### src/rtl/nibble_serial_adder.sv
// Nibble-serial adder: one shared 4-bit carry-lookahead slice adds one nibble
// of the captured operands per cycle. The result is presented through a
// valid/ready handshake together with the carry out and the signed overflow.

// 4-bit carry-lookahead adder slice.
module cla_4bit (
   input  logic [3:0] a_i,
   input  logic [3:0] b_i,
   input  logic       c_i,
   output logic [3:0] s_o,
   output logic       c_o
);
   logic [3:0] g_s;
   logic [3:0] p_s;
   logic [4:0] c_s;

   // Generate/propagate terms and flattened lookahead carries.
   always_comb begin
      g_s    = a_i & b_i;
      p_s    = a_i ^ b_i;
      c_s[0] = c_i;
      c_s[1] = g_s[0] | (p_s[0] & c_i);
      c_s[2] = g_s[1] | (p_s[1] & g_s[0]) | (p_s[1] & p_s[0] & c_i);
      c_s[3] = g_s[2] | (p_s[2] & g_s[1]) | (p_s[2] & p_s[1] & g_s[0])
             | (p_s[2] & p_s[1] & p_s[0] & c_i);
      c_s[4] = g_s[3] | (p_s[3] & g_s[2]) | (p_s[3] & p_s[2] & g_s[1])
             | (p_s[3] & p_s[2] & p_s[1] & g_s[0])
             | (p_s[3] & p_s[2] & p_s[1] & p_s[0] & c_i);
      s_o    = p_s ^ c_s[3:0];
      c_o    = c_s[4];
   end
endmodule

module nibble_serial_adder #(
   parameter int NIBBLES = 4
) (
   input  logic                 clk,
   input  logic                 rst,
   input  logic                 in_valid,
   output logic                 in_ready,
   input  logic [4*NIBBLES-1:0] a,
   input  logic [4*NIBBLES-1:0] b,
   input  logic                 cin,
   output logic                 out_valid,
   input  logic                 out_ready,
   output logic [4*NIBBLES-1:0] sum,
   output logic                 cout,
   output logic                 overflow,
   output logic                 busy
);
   localparam int W  = 4 * NIBBLES;
   localparam int IW = (NIBBLES > 1) ? $clog2(NIBBLES) : 1;
   localparam logic [IW-1:0] IDX_LAST = IW'(NIBBLES - 1);

   typedef enum logic [1:0] {
      IDLE = 2'd0,
      RUN  = 2'd1,
      DONE = 2'd2
   } state_t;

   state_t          state_q, state_d;
   logic [IW-1:0]   idx_q, idx_d;
   logic [W-1:0]    a_q, a_d;
   logic [W-1:0]    b_q, b_d;
   logic            carry_q, carry_d;
   logic [W-1:0]    sum_q, sum_d;
   logic            cout_q, cout_d;
   logic            ovf_q, ovf_d;
   logic [3:0]      cla_s_s;
   logic            cla_c_s;
   logic            last_s;

   assign last_s = (idx_q == IDX_LAST);

   cla_4bit u_cla (
      .a_i (a_q[4*idx_q +: 4]),
      .b_i (b_q[4*idx_q +: 4]),
      .c_i (carry_q),
      .s_o (cla_s_s),
      .c_o (cla_c_s)
   );

   // State register; reset aborts any operation in flight.
   always_ff @(posedge clk) begin
      if (rst) begin
         state_q <= IDLE;
      end else begin
         state_q <= state_d;
      end
   end

   // Next-state logic.
   always_comb begin
      state_d = state_q;
      case (state_q)
         IDLE:    if (in_valid) state_d = RUN;  else state_d = IDLE;
         RUN:     if (last_s)   state_d = DONE; else state_d = RUN;
         DONE:    if (out_ready) state_d = IDLE; else state_d = DONE;
         default: state_d = IDLE;
      endcase
   end

   // Handshake and status outputs decoded from the state register.
   always_comb begin
      in_ready  = 1'b0;
      out_valid = 1'b0;
      busy      = 1'b0;
      case (state_q)
         IDLE:    in_ready  = 1'b1;
         RUN:     busy      = 1'b1;
         DONE:    begin out_valid = 1'b1; busy = 1'b1; end
         default: in_ready  = 1'b0;
      endcase
   end

   // Datapath next-state: capture on accept, one nibble per RUN cycle.
   always_comb begin
      idx_d   = idx_q;
      a_d     = a_q;
      b_d     = b_q;
      carry_d = carry_q;
      sum_d   = sum_q;
      cout_d  = cout_q;
      ovf_d   = ovf_q;
      case (state_q)
         IDLE: begin
            if (in_valid) begin
               a_d     = a;
               b_d     = b;
               carry_d = cin;
               idx_d   = '0;
               sum_d   = '0;
            end else begin
               idx_d   = idx_q;
            end
         end
         RUN: begin
            sum_d[4*idx_q +: 4] = cla_s_s;
            carry_d             = cla_c_s;
            if (last_s) begin
               idx_d  = '0;
               cout_d = cla_c_s;
               // The top nibble's sum bit 3 is the final sign bit.
               ovf_d  = (a_q[W-1] == b_q[W-1]) & (cla_s_s[3] != a_q[W-1]);
            end else begin
               idx_d  = idx_q + IW'(1);
            end
         end
         default: idx_d = idx_q;
      endcase
   end

   // Datapath registers.
   always_ff @(posedge clk) begin
      if (rst) begin
         idx_q   <= '0;
         a_q     <= '0;
         b_q     <= '0;
         carry_q <= 1'b0;
         sum_q   <= '0;
         cout_q  <= 1'b0;
         ovf_q   <= 1'b0;
      end else begin
         idx_q   <= idx_d;
         a_q     <= a_d;
         b_q     <= b_d;
         carry_q <= carry_d;
         sum_q   <= sum_d;
         cout_q  <= cout_d;
         ovf_q   <= ovf_d;
      end
   end

   assign sum      = sum_q;
   assign cout     = cout_q;
   assign overflow = ovf_q;
endmodule
### config.mk
export PLATFORM = sky130hd
export DESIGN_NAME = nibble_serial_adder
export DESIGN_NICKNAME = d
export VERILOG_FILES = /design/src/rtl/nibble_serial_adder.sv
export SDC_FILE = /design/constraint.sdc
export NUM_CORES = 1
export LEC_CHECK = 0
export CORE_UTILIZATION = 40
export DETAILED_ROUTE_END_ITERATION = 7
export GPL_TIMING_DRIVEN = 0
export PLACE_DENSITY = 0.76
export RECOVER_POWER = 100
export SLEW_MARGIN = 0
export SYNTH_ARGS = -nofsm -noshare
export SYNTH_HDL_FRONTEND = slang
export SYNTH_SLANG_ARGS = --single-unit
### constraint.sdc
create_clock -name clk -period 5.8 [get_ports clk]
set_clock_uncertainty 0.1 [all_clocks]
set_input_delay 0.87 -clock clk [delete_from_list [all_inputs] [get_ports clk]]
set_output_delay 0.87 -clock clk [all_outputs]
set_load 0.005 [all_outputs]
==> PnR_summary.wiki, run 1 <==
{| class="wikitable"
! Metric !! Value
|-
| Detailed-route DRC error count || 0
|-
| Clock H-tree levels || 2
|-
| Number of input and output port buffers inserted || 56
|-
| Cell chain of the critical path || clkbuf_1 > mux4_2 > ha_1 > a21o_1 > a31oi_1 > xnor2_1 > nor2_1 > o31a_1
|-
| Post-synthesis compound-gate area fraction || 0.1674
|-
| Area overhead of the layout relative to synthesis || 29.86%
|-
| Yosys Warn Count || 0
|-
| Relative slew slack || 0.5650
|-
| Synthesized-area fraction occupied by and/or/nand/nor cells || 0.1782
|-
| Worst reg2reg setup slack || 2600 ps
|-
| Worst min path class || reg2reg
|-
| XOR/XNOR Fraction of Synth Area || 0.01446
|-
| Final hold viol count || 0
|-
| Minimum clock period || 3197 ps
|-
| Starting density of the core || 0.4268
|-
| Depth of the worst register-to-register path || 8
|-
| Worst Setup Path Type || reg2reg
|-
| Resize count post-CTS || 0
|-
| Mean instance size in the synthesized netlist || 8.972 um2
|-
| Top cell family by delay on the critical path || multiplexers
|-
| Net count reported at finish || 384
|-
| Initial DRC count || 100
|-
| GP Congestion || 0.8387
|-
| Net switching component of the power || 0.0001944 W
|-
| First-pass iteration count of the detailed router || 4
|-
| Leakage power figure || 1.248 nW
|-
| Bufs and invs on worst path || 1
|-
| Area enclosed by the die boundary || 0.006371 mm2
|-
| Count of vias placed by the detailed router || 2068
|-
| Launching point of the worst reg2reg path || idx_q[1]
|-
| Setup TNS || 0 ps
|-
| Core Area || 0.005675 mm2
|-
| Slowest CP cell || mux4_2
|-
| Clock latency on the worst-skew pair || 310 ps
|-
| Number of violations of the max-capacitance limit || 0
|-
| Worst IR drop on VDD || 0.1318 mV
|-
| Quantity of hold-fixing buffers added after cts || 0
|-
| Post-Route WL || 5365 um
|-
| Top-level port count || 58
|-
| Multiplexer share of the synthesized area || 0.07851
|-
| Placement Rows || 27
|-
| Number of distinct library cell variants in the gate-level netlist after synthesis || 30
|-
| Period utilisation layout || 0.5512
|-
| Nature of the critical path startpoint || register
|-
| Critical Path Stages || 8
|-
| Number of global-route vias before repair || 1898
|-
| Gate power share || 0.183
|-
| Combinational family with the most area after synthesis || simple AND/OR/NAND/NOR gates
|-
| Relative contribution of sequential cells to total power || 0.553
|-
| CP endpoint || overflow
|-
| Adder and majority cell fraction of the synthesized area || 0.07541
|-
| Fraction of layout instances using a drive strength above 1 || 0.04819
|-
| Setup crit start || idx_q[1]
|-
| Result of the run || finished, final reports clean
|-
| Setup bufs post-CTS || 0
|-
| Number of buffers between clock root and the deepest sink || 2
|-
| Maximum fanout along the worst path || 10
|-
| Setup Viol. Count Final || 0
|-
| Commonest cells after routing, fill and taps aside || 72 x nand2_1, 55 x dfxtp_1, 40 x a21oi_1, 34 x clkdlybuf4s50_1, 22 x dlygate4sd3_1
|-
| Post-Route Utilization || 0.5542
|-
| Die Span X || 79.82 um
|-
| Post-synth top flop || dfxtp_1
|-
| Hpwl dp || 4029 um
|-
| Synth Register Bits || 55
|-
| Die Ht || 79.82 um
|-
| Final count of pins violating max slew || 0
|-
| Number of antenna violations at the first check in global routing || 0
|-
| Library cell with the largest summed area after synthesis || dfxtp_1
|-
| Delay contributed by the slowest stage of the critical path || 650 ps
|-
| Arrival time at the worst endpoint || 3300 ps
|-
| Dominant cells by area after synthesis || dfxtp_1 45%, nand2_1 11%, a21oi_1 8.3%
|-
| Reg-to-reg endpoint || overflow
|-
| Area share of the largest cell type after synthesis || 0.4545
|-
| Slew @ Worst Pin || 645.6 ps
|-
| Data required time of the worst path || 5900 ps
|-
| Antenna viol nets, final || 0
|-
| PwrDens || 232.3 mW/mm2
|-
| Post-Synthesis Net Count || 321
|-
| Clock network power share || 0.265
|-
| Number of buffers created by CTS || 5
|-
| Post-synth EDFFs || 0
|-
| Via count normalized by instance count || 5.119
|-
| Wire length of the first global-routing pass || 8818 um
|-
| Maximum operating frequency || 312.8 MHz
|-
| Most common cell after layout, fill and taps aside || nand2_1
|-
| Gate count after technology mapping || 270
|-
| RSZ-0062 raised after global routing || false
|-
| CTS clock-pin slew for the worst setup and hold paths || 90 ps
|-
| CTS tree || yes
|-
| Largest net degree at the start of global routing || 15
|-
| Post-synthesis async set-or-reset flop share || 0
|-
| Buffer cell driving the clock tree root || clkbuf_8
|-
| Combined global-route utilization of all metal layers || 0.1805
|-
| WL/cell || 13.28 um
|-
| Clock sink count || 55
|-
| Post-synthesis instance area || 0.002422 mm2
|-
| Design internal power || 0.0005364 W
|-
| Switching part of the total power || 0.2660
|-
| Ant diodes || 0
|-
| Sequential cell area fraction in the yosys report || 0.4545
|-
| Final global-route overflow total || 0
|-
| Critical path capture point type || register
|}
==> area by class of cell <==
cell class / count / area [um2]
fill: 548 / 2530
multi-input combinational: 195 / 1245
sequential: 55 / 1101
timing repair buffer: 56 / 560.5
tap: 72 / 90.09
clock buffer: 6 / 72.57
buffer: 15 / 57.56
inverter: 5 / 18.77
==> power by group through the flow <==
stage          Sequential, W  Clock, W  Combinational (W)
5_1_grt             0.000406  0.000215           0.000148
2_1_floorplan       0.000410         0          0.0000838
3_5_place_dp        0.000413         0           0.000135
6_report            0.000404  0.000193           0.000133
3_3_place_gp        0.000412         0           0.000133
4_1_cts             0.000404  0.000198           0.000135
==> Yosys cell counts, types with 4 or more instances <==
master and n:
mux4_2 8, dfxtp_1 55, clkbuf_1 14, inv_1 5
a21oi_1 40, nand2_1 72, ha_1 13, a22oi_1 12
nor2_1 16, a22o_1 4
==> kinds of logic (layout without fill, tap and decap cells) <==
group,after synthesis,after routing
compound gates,68,68
xor+xnor,4,4
fa+ha+maj,14,14
buf+inv,20,82
flops,55,55
mux,9,9
simple gates,100,100
==> metrics by stage <==
stage                     hold WS, ps  cell area [um2]  instances  total power, W  setup WS, ps
after floorplan                 333.1             2422        270       0.0004936          3063
after CTS                       360.3             3146        404       0.0007375          2590
after global placement          339.8             3073        398       0.0005452          2625
final                           356.7             3146        404       0.0007307          2603
after detailed placement        348.5             3073        398       0.0005475          2599
after global routing            378.8             3146        404       0.0007691          2469
==> layer usage <==
layer  global-route usage  vias up  share of wire
met5                    0        -              0
met4              0.05893        0          0.013
met3              0.03429        6          0.045
met2               0.3017       56           0.48
met1               0.2328      955           0.46
li1                     -     1051              -
==> worst reg2reg max path: stages (launching register included) <==
cell      delay [ps]
dfxtp_1          380
clkbuf_1         500
mux4_2           650
ha_1             330
a21o_1           140
a31oi_1          100
xnor2_1          510
nor2_1           110
o31a_1           290
==> how the worst min path moves through the flow <==
stage,depth (start not counted),end,startpoint
after floorplan,2,a_q[10],a_q[10]
after detailed placement,2,b_q[9],b_q[9]
after global routing,2,b_q[5],b_q[5]
after global placement,2,b_q[5],b_q[5]
final,2,a_q[6],a_q[6]
after CTS,2,b_q[0],b_q[0]
==> registers in the layout (all words and copies together), names as in the netlist <==
| name | flops |
|---|---|
| a_q | 16 |
| b_q | 16 |
| carry_q | 1 |
| cout | 1 |
| idx_q | 2 |
| overflow | 1 |
| state_q | 2 |
| sum | 16 |
No activity file was read; power rests on OpenSTA's default activity.
==> run 2, diff against run 1 <==
--- a/config.mk
+++ b/config.mk
@@ -8,7 +8,7 @@
 export CORE_UTILIZATION = 40
 export DETAILED_ROUTE_END_ITERATION = 7
 export GPL_TIMING_DRIVEN = 0
-export PLACE_DENSITY = 0.76
+export PLACE_DENSITY = 0.78
 export RECOVER_POWER = 100
 export SLEW_MARGIN = 0
 export SYNTH_ARGS = -nofsm -noshare
==> constraint.sdc (replaced) <==
create_clock -name clk -period 2.68 [get_ports clk]
set_clock_uncertainty 0.1 [all_clocks]
set_input_delay 0.402 -clock clk [delete_from_list [all_inputs] [get_ports clk]]
set_output_delay 0.402 -clock clk [all_outputs]
set_load 0.005 [all_outputs]
==> run 2 against run 1 <==
Maximum frequency is 24% higher. Via count is 7.8% higher. Highest routed layer unchanged. Sequential power is 120% higher. Sequential share of layout area is 1.4 points lower.
==> PnR_summary.wiki, run 2 (synthesis gave the netlist of run 1 again) <==
{| class="wikitable"
! Metric !! Value
|-
| Die Ht || 79.82 um
|-
| Final count of pins violating max slew || 0
|-
| Top-level port count || 58
|-
| Detailed-route DRC error count || 0
|-
| Worst Setup Path Type || reg2reg
|-
| Starting density of the core || 0.4268
|-
| CTS tree || yes
|-
| Final hold viol count || 0
|-
| Ant diodes || 0
|-
| Commonest cells after routing, fill and taps aside || 72 x nand2_1, 53 x dfxtp_1, 40 x a21oi_1, 35 x clkdlybuf4s50_1, 21 x dlygate4sd3_1
|-
| Leakage power figure || 1.320 nW
|-
| Final global-route overflow total || 0
|-
| Top layer reached by signal wires || met4
|-
| Post-Route WL || 5945 um
|-
| Worst IR drop on VDD || 0.3456 mV
|-
| Wire length of the first global-routing pass || 9708 um
|-
| Core Area || 0.005675 mm2
|-
| Setup Viol. Count Final || 0
|-
| Slowest CP cell || mux4_2
|-
| Number of buffers between clock root and the deepest sink || 2
|-
| Largest net degree at the start of global routing || 18
|-
| Worst min path class || reg2reg
|-
| Buffer cell driving the clock tree root || clkbuf_8
|-
| Layout fillers || 538
|-
| Area of the multi-input gates || 0.001270 mm2
|-
| Slew @ Worst Pin || 572.8 ps
|-
| Area overhead of the layout relative to synthesis || 36.00%
|-
| Count of non-filler cells in the finished layout || 413
|-
| Cell Area, Placed || 0.003074 mm2
|-
| Fraction of layout instances using a drive strength above 1 || 0.08798
|-
| Via count normalized by instance count || 5.397
|-
| Combined global-route utilization of all metal layers || 0.1999
|-
| Initial DRC count || 94
|-
| Clock sink count || 55
|-
| Number of global-route vias before repair || 2157
|-
| CTS clock-pin slew for the worst setup and hold paths || 100 ps
|-
| Period utilisation layout || 0.9644
|-
| Net count reported at finish || 391
|-
| Met1 Wirelength || 2513 um
|-
| Data required time of the worst path || 2790 ps
|-
| Clock H-tree levels || 2
|-
| Maximum fanout along the worst path || 10
|-
| Placement Rows || 27
|-
| Count of vias placed by the detailed router || 2229
|-
| GP Congestion || 0.7753
|-
| Number of antenna violations at the first check in global routing || 0
|-
| Relative slew slack || 0.6141
|-
| First-pass iteration count of the detailed router || 4
|-
| Number of violations of the max-capacitance limit || 0
|-
| Top cell family by delay on the critical path || multiplexers
|-
| Hpwl dp || 4320 um
|-
| Bufs and invs on worst path || 1
|-
| Cell chain of the critical path || buf_12 > mux4_2 > ha_2 > a21o_1 > a31oi_4 > xnor2_2 > nor2_1 > o31a_1
|-
| RSZ-0062 raised after global routing || false
|-
| Area enclosed by the die boundary || 0.006371 mm2
|-
| Storage element area || 0.001106 mm2
|-
| Most common cell after layout, fill and taps aside || nand2_1
|-
| Die Span X || 79.82 um
|-
| Number of cells after detailed placement || 398
|-
| PwrDens || 541.4 mW/mm2
|-
| Setup TNS || 0 ps
|-
| Nature of the critical path startpoint || register
|-
| Minimum clock period || 2585 ps
|-
| Maximum operating frequency || 386.9 MHz
|-
| Critical path capture point type || register
|-
| Met3 WL || 361 um
|-
| Delay contributed by the slowest stage of the critical path || 520 ps
|-
| Antenna viol nets, final || 0
|-
| Number of input and output port buffers inserted || 56
|-
| Result of the run || finished, final reports clean
|-
| Clock latency on the worst-skew pair || 320 ps
|-
| Layout Cell Area excl Fill || 0.003294 mm2
|-
| WL/cell || 14.39 um
|-
| Arrival time at the worst endpoint || 2690 ps
|-
| Number of buffers created by CTS || 5
|-
| Wire length on met2 || 2959 um
|}
run 2: what timing repair did:
action                                  4_1_cts  5_1_grt
hold buffers                                  0        0
endpoints found under the setup margin        8        6
setup buffers                                 7        0
cloned                                        0        0
pin swaps                                     1        2
resized for setup                             8        5
run 2: final timing paths:
kind	slack (ps)	cells after the start	start	end
max reg2reg	100	8	idx_q[0]	overflow
min reg2reg	360	2	b_q[1]	b_q[1]
min	360	2	b_q[1]	b_q[1]
max	100	8	idx_q[0]	overflow
run 2: cell type report:
type / instances / area share
plain buffers: 15 / 0.02507
clock buffers: 6 / 0.02507
clock inverters: 2 / 0.01177
inverters: 5 / 0.005697
multi-input cells: 195 / 0.3855
flip-flops and latches: 55 / 0.3357
well taps: 72 / 0.02735
repair buffers: 63 / 0.1838
run 2: routing by layer:
| metal | track usage | up-vias |
|---|---|---|
| met5 | 0 | - |
| met4 | 0.08750 | 0 |
| met3 | 0.04229 | 11 |
| met2 | 0.3564 | 84 |
| met1 | 0.2280 | 1064 |
| li1 | - | 1070 |
run 2: worst reg2reg max path, cell delays in order (launching register included):
cell	delay, ps
dfxtp_4	400
buf_12	150
mux4_2	530
ha_2	410
a21o_1	190
a31oi_4	50
xnor2_2	280
nor2_1	90
o31a_1	280
run 2: power by group:
part           total (W)  switching (W)  internal, W
sequential      0.000876      0.0000228     0.000853
clock           0.000586       0.000279     0.000308
combinational   0.000321       0.000170     0.000151
total            0.00178       0.000472      0.00131
run 2: per-stage QoR:
| stage | hold slack [ps] | setup WS, ps | total power (W) | utilization |
|---|---|---|---|---|
| final | 358.0 | 95.28 | 0.001784 | 0.5805 |
| after global routing | 383.0 | 3.715 | 0.001862 | 0.5805 |
| after CTS | 361.0 | 6.597 | 0.001785 | 0.5783 |
| after detailed placement | 346.4 | -429.0 | 0.001190 | 0.5417 |
| after global placement | 339.6 | -319.3 | 0.001180 | 0.5417 |
| after floorplan | 333.1 | 17.62 | 0.001068 | - |
